--- config.mk ---
export PLATFORM = sky130hd
export DESIGN_NAME = bip_control_unit
export DESIGN_NICKNAME = d
export VERILOG_FILES = /design/src/rtl/bip_control_unit.sv
export SDC_FILE = /design/constraint.sdc
export NUM_CORES = 1
export LEC_CHECK = 0
export CORE_UTILIZATION = 41
export DETAILED_ROUTE_END_ITERATION = 10
export GPL_ROUTABILITY_DRIVEN = 1
export GPL_TIMING_DRIVEN = 0
export PLACE_DENSITY = 0.76
export SLEW_MARGIN = 20
export SYNTH_ARGS = -nofsm -noshare
export SYNTH_HDL_FRONTEND = slang
export SYNTH_SLANG_ARGS = --single-unit
--- constraint.sdc ---
create_clock -name CLK -period 1.6 [get_ports CLK]
set_input_delay 0.16 -clock CLK [delete_from_list [all_inputs] [get_ports CLK]]
set_output_delay 0.16 -clock CLK [all_outputs]
set_load 0.01 [all_outputs]
--- src/rtl/bip_control_unit.sv ---
// BIP instruction sequencer: fetches, decodes and issues per-cycle datapath strobes.
// Optional macro BIP_ILLEGAL_OP_TRAP_EN: illegal opcodes halt with ILLEGAL set instead of acting as NOPs.
module bip_control_unit #(
    parameter logic [10:0] PC_START = 11'd0,
    parameter int unsigned CNT_W    = 16
) (
    input  logic             CLK,
    input  logic             RESET,
    input  logic             START,
    input  logic [15:0]      PM_DATA,
    output logic [10:0]      PM_ADDR,
    output logic [10:0]      DM_ADDR,
    output logic             DM_WE,
    output logic             DM_RE,
    output logic [10:0]      OPERAND,
    output logic             ACC_WE,
    output logic [1:0]       ACC_SRC,
    output logic             ALU_B_SRC,
    output logic             ALU_OP,
    output logic             HALTED,
    output logic             ILLEGAL,
    output logic [CNT_W-1:0] CYCLE_COUNT
);

    localparam int unsigned PC_W = 11;
    localparam int unsigned IR_W = 16;
    localparam int unsigned OP_W = 5;

    localparam logic [OP_W-1:0] OP_HLT  = 5'd0;
    localparam logic [OP_W-1:0] OP_STO  = 5'd1;
    localparam logic [OP_W-1:0] OP_LD   = 5'd2;
    localparam logic [OP_W-1:0] OP_LDI  = 5'd3;
    localparam logic [OP_W-1:0] OP_ADD  = 5'd4;
    localparam logic [OP_W-1:0] OP_ADDI = 5'd5;
    localparam logic [OP_W-1:0] OP_SUB  = 5'd6;
    localparam logic [OP_W-1:0] OP_SUBI = 5'd7;

    localparam logic [1:0] SRC_DMEM = 2'b00;
    localparam logic [1:0] SRC_IMM  = 2'b01;
    localparam logic [1:0] SRC_ALU  = 2'b10;

    typedef enum logic [2:0] {
        S_IDLE   = 3'd0,
        S_FETCH  = 3'd1,
        S_DECODE = 3'd2,
        S_EXEC   = 3'd3,
        S_WB     = 3'd4,
        S_HALT   = 3'd5
    } state_e;

    state_e           state_q;
    logic [PC_W-1:0]  pc_q;
    logic [IR_W-1:0]  ir_q;
    logic [CNT_W-1:0] cnt_q;

    logic [OP_W-1:0] opcode;
    logic            counting;
    logic            mem_rd_op;
    logic            trap;

    assign opcode    = ir_q[15:11];
    assign counting  = (state_q == S_FETCH) || (state_q == S_DECODE) ||
                       (state_q == S_EXEC)  || (state_q == S_WB);
    assign mem_rd_op = (opcode == OP_LD) || (opcode == OP_ADD) || (opcode == OP_SUB);

`ifdef BIP_ILLEGAL_OP_TRAP_EN
    assign trap    = opcode[4] | opcode[3];
    assign ILLEGAL = (state_q == S_HALT) && trap;
`else
    assign trap    = 1'b0;
    assign ILLEGAL = 1'b0;
`endif

    assign PM_ADDR     = pc_q;
    assign DM_ADDR     = ir_q[10:0];
    assign OPERAND     = ir_q[10:0];
    assign HALTED      = (state_q == S_HALT);
    assign CYCLE_COUNT = cnt_q;

    // Sequencer: state, PC, IR and the saturating busy-cycle counter.
    always_ff @(posedge CLK) begin
        if (RESET) begin
            state_q <= S_IDLE;
            pc_q    <= PC_START;
            ir_q    <= '0;
            cnt_q   <= '0;
        end else begin
            if (counting && !(&cnt_q)) begin
                cnt_q <= cnt_q + CNT_W'(1);
            end
            case (state_q)
                S_IDLE: begin
                    if (START) begin
                        state_q <= S_FETCH;
                    end
                end
                S_FETCH: begin
                    state_q <= S_DECODE;
                end
                S_DECODE: begin
                    ir_q    <= PM_DATA;
                    state_q <= S_EXEC;
                end
                S_EXEC: begin
                    if ((opcode == OP_HLT) || trap) begin
                        state_q <= S_HALT;
                    end else begin
                        pc_q    <= pc_q + PC_W'(1);
                        state_q <= mem_rd_op ? S_WB : S_FETCH;
                    end
                end
                S_WB: begin
                    state_q <= S_FETCH;
                end
                S_HALT: begin
                    state_q <= S_HALT;
                end
                default: begin
                    state_q <= S_IDLE;
                end
            endcase
        end
    end

    // Strobe and select decode from registered state and IR only.
    always_comb begin
        DM_WE     = 1'b0;
        DM_RE     = 1'b0;
        ACC_WE    = 1'b0;
        ACC_SRC   = SRC_DMEM;
        ALU_B_SRC = 1'b0;
        ALU_OP    = 1'b0;
        if (state_q == S_EXEC) begin
            case (opcode)
                OP_STO: DM_WE = 1'b1;
                OP_LDI: begin
                    ACC_WE  = 1'b1;
                    ACC_SRC = SRC_IMM;
                end
                OP_ADDI, OP_SUBI: begin
                    ACC_WE    = 1'b1;
                    ACC_SRC   = SRC_ALU;
                    ALU_B_SRC = 1'b1;
                    ALU_OP    = (opcode == OP_SUBI);
                end
                OP_LD, OP_ADD, OP_SUB: DM_RE = 1'b1;
                default: ;
            endcase
        end else if (state_q == S_WB) begin
            ACC_WE = 1'b1;
            if (opcode != OP_LD) begin
                ACC_SRC = SRC_ALU;
                ALU_OP  = (opcode == OP_SUB);
            end
        end
    end

endmodule
; ---- Word-level counts from Yosys, hierarchy flattened
; Index checks and enable logic that the tools add are counted.
[word_totals]
register_bits = 46
inputBits = 19
output_inout_bits = 58
[classes]
add_sub_neg = 2
n_eq_ne = 14
mux = 21
bitwise = 1
n_reduce_logical = 14
[op_table]
columns = cell, n
row1 = equality test 5 x 3 -> 1 bit (second input constant), 4
row2 = case mux 3 bit (6 select lines), 1
row3 = adder 16 x 1 -> 16 bit (second input constant), 1
row4 = AND reduction 16 bit, 1
row5 = 2-to-1 mux 1 bit, 13
row6 = adder 11 x 1 -> 11 bit (second input constant), 1
row7 = equality test 5 x 2 -> 1 bit (second input constant), 2
row8 = 2-to-1 mux 3 bit, 3
row9 = equality test 3 x 2 -> 1 bit (second input constant), 2
row10 = equality test 3 bit (second input constant), 2
row11 = 2-to-1 mux 2 bit, 3
row12 = OR reduction 3 bit, 2
row13 = equality test 5 x 1 -> 1 bit (second input constant), 1
row14 = logical NOT 5 bit, 1
row15 = logical OR 1 bit, 5
row16 = != test 5 x 2 -> 1 bit (second input constant), 1
row17 = case mux 2 bit (2 select lines), 1
row18 = equality test 3 x 1 -> 1 bit (second input constant), 1
row19 = logical NOT 3 bit, 1
row20 = != test 2 bit (second input constant), 1
row21 = AND reduction 2 bit, 1
row22 = OR reduction 2 bit, 1
row23 = logical AND 1 bit, 1
row24 = logical NOT 1 bit, 1
row25 = NOT 1 bit, 1

; ---- Longest topological paths before layout
; Gate-level depths: netlist of run 1.
[depth]
depth_word = 6
depth_mapped = 7
depth_no_buf = 5

; ---- Least setup slack after synthesis of run 1
; OpenSTA, ideal clock, no wires.
[synth_timing]
path_type = register to register
start = register cnt_q[0], in the netlist CYCLE_COUNT[0]
end = register cnt_q[3], in the netlist CYCLE_COUNT[3]
setup_time_ps = 70
arrival_ps = 1693
required_time_ps = 1530
path_slack_ps = -164
path_stages_with_launch = 6
path_buffers = 0
period_less_slack_ps = 1764
path_cell_list = dfxtp_1 -> ha_1 -> and4_1 -> and4bb_2 -> or4_1 -> a21oi_1
[synth_via]
elab_chain_cells = 3
word_cells_on_any_way = 4
cone_classes = add/sub: 1 / reduce/logical: 3
[synth_rtl]
columns = element, line
row1 = from (decl), 54  ; logic [CNT_W-1:0] cnt_q;
row2 = from (signal assigned), 89  ; cnt_q <= cnt_q + CNT_W'(1);
row3 = branches (longest 3 deep; another with adder 16 x 1 -> 16 bit), --
; Parallel ways; which one is timed is not known.
; A chain may end at the register's enable or synchronous reset.

; ---- Worst setup path after layout of run 1
[layout_timing]
start = register state_q[2]
end = output port ALU_OP
[layout_via]
elab_chain_cells = 3
word_cells_on_any_way = 4
cone_classes = eq/ne: 2 / mux: 2
[layout_rtl]
columns = element, line
row1 = from (decl), 51  ; state_e state_q;
row2 = from (signal assigned), 109  ; state_q <= mem_rd_op ? S_WB : S_FETCH;
row3 = equality test 3 bit, 149  ; end else if (state_q == S_WB) begin
row4 = 2-to-1 mux 1 bit, 149
row5 = 2-to-1 mux 1 bit (*), 133  ; if (state_q == S_EXEC) begin
row6 = to (decl), 19  ; output logic ALU_OP,
; Mark *: on every way between the ends. The rest lies on a longest branch, timed or not.

==> impl_results.md, run 1 <==
* Status: finished, violations left
* Failing checks: setup timing
* H-tree depth at 2
* Vias at 2445
* Final core utilization at 70.5%
* DR pass1 iterations at 4
* Ports at 77
* Final setup fails at 8
* Syn_nets at 309
* Clk pwr share at 30.9%
* #FFs+latches synth at 46
* # hold bufs at CTS at 0
* DP Cell Count at 432
* Worst-Skew Late Latency at 0.29 ns
* HPWL after DPL at 4120 um
* Worst setup margin at -0.0484 ns
* Ys async rst share at 0%
* Critical Path AT at 1.49 ns
* Final Non-Filler Cells at 465
* First-pass GRT wire length at 10600 um
* Vias in the first global route at 2238
* Post-synth cell types at 37
* Final Hold Vio Count at 0
* Detailed Route Iter0 Violations at 83
* Tightest Pin Transition at 0.607 ns
* Ys Warns at 0
* Initial antenna violation count at 0
* Die height at 77.2 um
* CP startpoint kind: flop
* Final ANT Viol Nets at 0
* Maximum VDD drop at 0.650 mV
* Clk buf depth at 2
* Comb pwr share at 23.7%
* Leakage at 1.28 nW
* Int Power at 2.02 mW
* # DRC at 0
* RSZ-0062 raised after global routing: yes
* Min-delay worst type: in2reg
* Max_slew headroom at 59.5%
* Wirelength per Cell at 14.1 um
* Routability cong. at 0.781
* Highest net fanout along the worst path at 9
* Max-Cap Viols at 0
* Setup Crit Path Kind: reg2out
* Fin crit period at 1.65 ns
* Initial core utilization at 43.9%
* Clock Pin Slew Worst Setup and Hold Paths at 0.08 ns
* Top-area cell type share of the netlist area at 39.8%
* Switching Share at 26.4%
* Synthesis-to-finish area growth at 60.3%
* Mean area per synthesized cell at 8.04 sq um
* Achievable Freq at 0.607 GHz
* Pins Over Slew Limit at 0
* Tcrit/Tclk final at 103%
* Grt ovf at 0
* Power Density at 741 mW/mm^2
* Worst setup EP type: output port
* Full die area at 0.00595 sq mm
* Commonest non-fill, non-tap cell in the layout: clkdlybuf4s50_1
* Dominant cell type by area after synthesis: dfxtp_1
* Post-Syn Area at 0.00232 sq mm
* Cts bufs inserted at 5
* Commonest cells after routing, fill and taps aside: clkdlybuf4s50_1, buf_4, nand2_1
* Number of port buffers at 74
* Fraction of final layout cells sized beyond drive strength 1 at 31.1%
* Post-synth EDFFs at 0
* CTS tree: built
* Clock Skews at 0.00572 ns
* Routed vias/inst at 5.26
* Pin count of the biggest net entering global routing at 15
* Total GRT Usage at 21.7%
* Root buf cell: clkbuf_8
* Routed WL at 6580 um
* Row count at 26
* Fin nets at 415
* Antenna diodes at 0
* Core region area at 0.00527 sq mm
* Die W at 77.2 um
* Synth Flop Type: dfxtp_1
* Post-synthesis cell count at 288
* Clock sink total at 46
* Crit path required time at 1.44 ns
* Flop pwr share at 45.4%
* Sequential cell area fraction in the yosys report at 39.8%
* Most area-consuming cells after synthesis: dfxtp_1, a21oi_1, buf_4
* Switch Pwr at 0.727 mW
==> power groups by stage <==
stage / combinational (mW) / sequential [mW] / clock [mW]
global placement: 0.472 / 1.27 / 0
floorplan: 0.285 / 1.27 / 0
finish: 0.652 / 1.25 / 0.849
global route: 0.708 / 1.26 / 0.922
detailed placement: 0.480 / 1.27 / 0
CTS: 0.587 / 1.25 / 0.871
==> final timing paths <==
kind | from | endpoint | slack (ns) | cells past startpoint
setup / recovery | state_q[2] | ALU_OP | -0.05 | 5
hold / removal | RESET | ir_q[11] | 0.29 | 2
setup reg to reg | state_q[1] | PM_ADDR[10] | -0.02 | 7
hold reg to reg | ir_q[1] | ir_q[1] | 0.47 | 2
==> sequential cells by signal, summed over array words and instances, names as in the netlist <==
| name | flops |
|---|---|
| CYCLE_COUNT | 16 |
| ir_q | 16 |
| PM_ADDR | 11 |
| state_q | 3 |
==> metal layers <==
metal	vias up	wire (um)	GRT usage, %
met3	11	317	4.40
met1	1125	2920	27.6
li1	1224	-	-
met4	0	105	6.98
met2	85	3240	36.4
met5	-	0	0
==> synth_stat cells, types with 6 or more instances <==
master,number
dfxtp_1,46
a21oi_1,42
nand2_1,42
buf_4,23
o21ai_0,13
nor2_1,12
o31ai_1,10
or3_1,10
nand3_1,9
clkbuf_1,8
or4_1,8
nand4_1,7
and4_1,6
inv_1,6
xnor2_1,6
==> worst max-delay path: stages, from the launching register on <==
cell	delay (ns)
dfxtp_4	0.42
nor2b_4	0.23
nand2b_4	0.10
o21ai_1	0.11
and4_1	0.22
buf_6	0.11
==> cells by family (layout without fill, tap and decap cells) <==
kind of cell,Yosys count,in the layout,share of synthesized area [%]
AOI/OAI and AO/OA,77,77,19.5
xor gates and xnor gates,6,6,2.27
adders and majority gates,2,2,1.08
buffers and inverters,41,148,10.6
DFF,46,46,39.8
muxes,1,1,0.432
other,1,1,0.162
and+or+nand+nor,114,114,26.2
==> cell type report <==
cell class | count | area [sq um]
buffer | 34 | 245
fill | 416 | 1560
inverter | 6 | 22.5
tap | 70 | 87.6
multi-input combinational | 201 | 1380
clock buffer | 6 | 72.6
clock inverter | 2 | 37.5
sequential | 46 | 942
timing repair buffer | 100 | 931
==> repair_timing <==
| action | 4_1_cts | 5_1_grt |
|---|---|---|
| hold endpoints to repair | 0 | 0 |
| gates resized for setup | 75 | 37 |
| setup endpoints to repair | 39 | 41 |
| pin swaps | 21 | 18 |
| buffers inserted | 13 | 13 |
==> stage by stage <==
step / setup TNS [ns] / power (mW) / hold slack, ns / area, sq um / setup WS (ns)
floorplan: 0 / 1.55 / 0.296 / 2340 / 0.00928
global placement: -4.01 / 1.74 / 0.459 / 3170 / -0.599
detailed placement: -5.13 / 1.75 / 0.463 / 3170 / -0.591
CTS: -0.189 / 2.71 / 0.286 / 3500 / -0.0454
global route: -1.28 / 2.89 / 0.323 / 3710 / -0.107
finish: -0.124 / 2.75 / 0.294 / 3710 / -0.0484
No activity file was read; power rests on OpenSTA's default activity.
==> run 2: changes to the inputs <==
GPL_ROUTABILITY_DRIVEN = 0   (was 1)
HOLD_SLACK_MARGIN = 0.08   (was default)
==> results of run 2 <==
Same layout as run 1: the final DEF is identical, and so are final timing and power.
==> run 3: changes to the inputs <==
RECOVER_POWER = 25   (was default)
==> results of run 3 <==
Same layout as run 1: the final DEF is identical, and so are final timing and power.
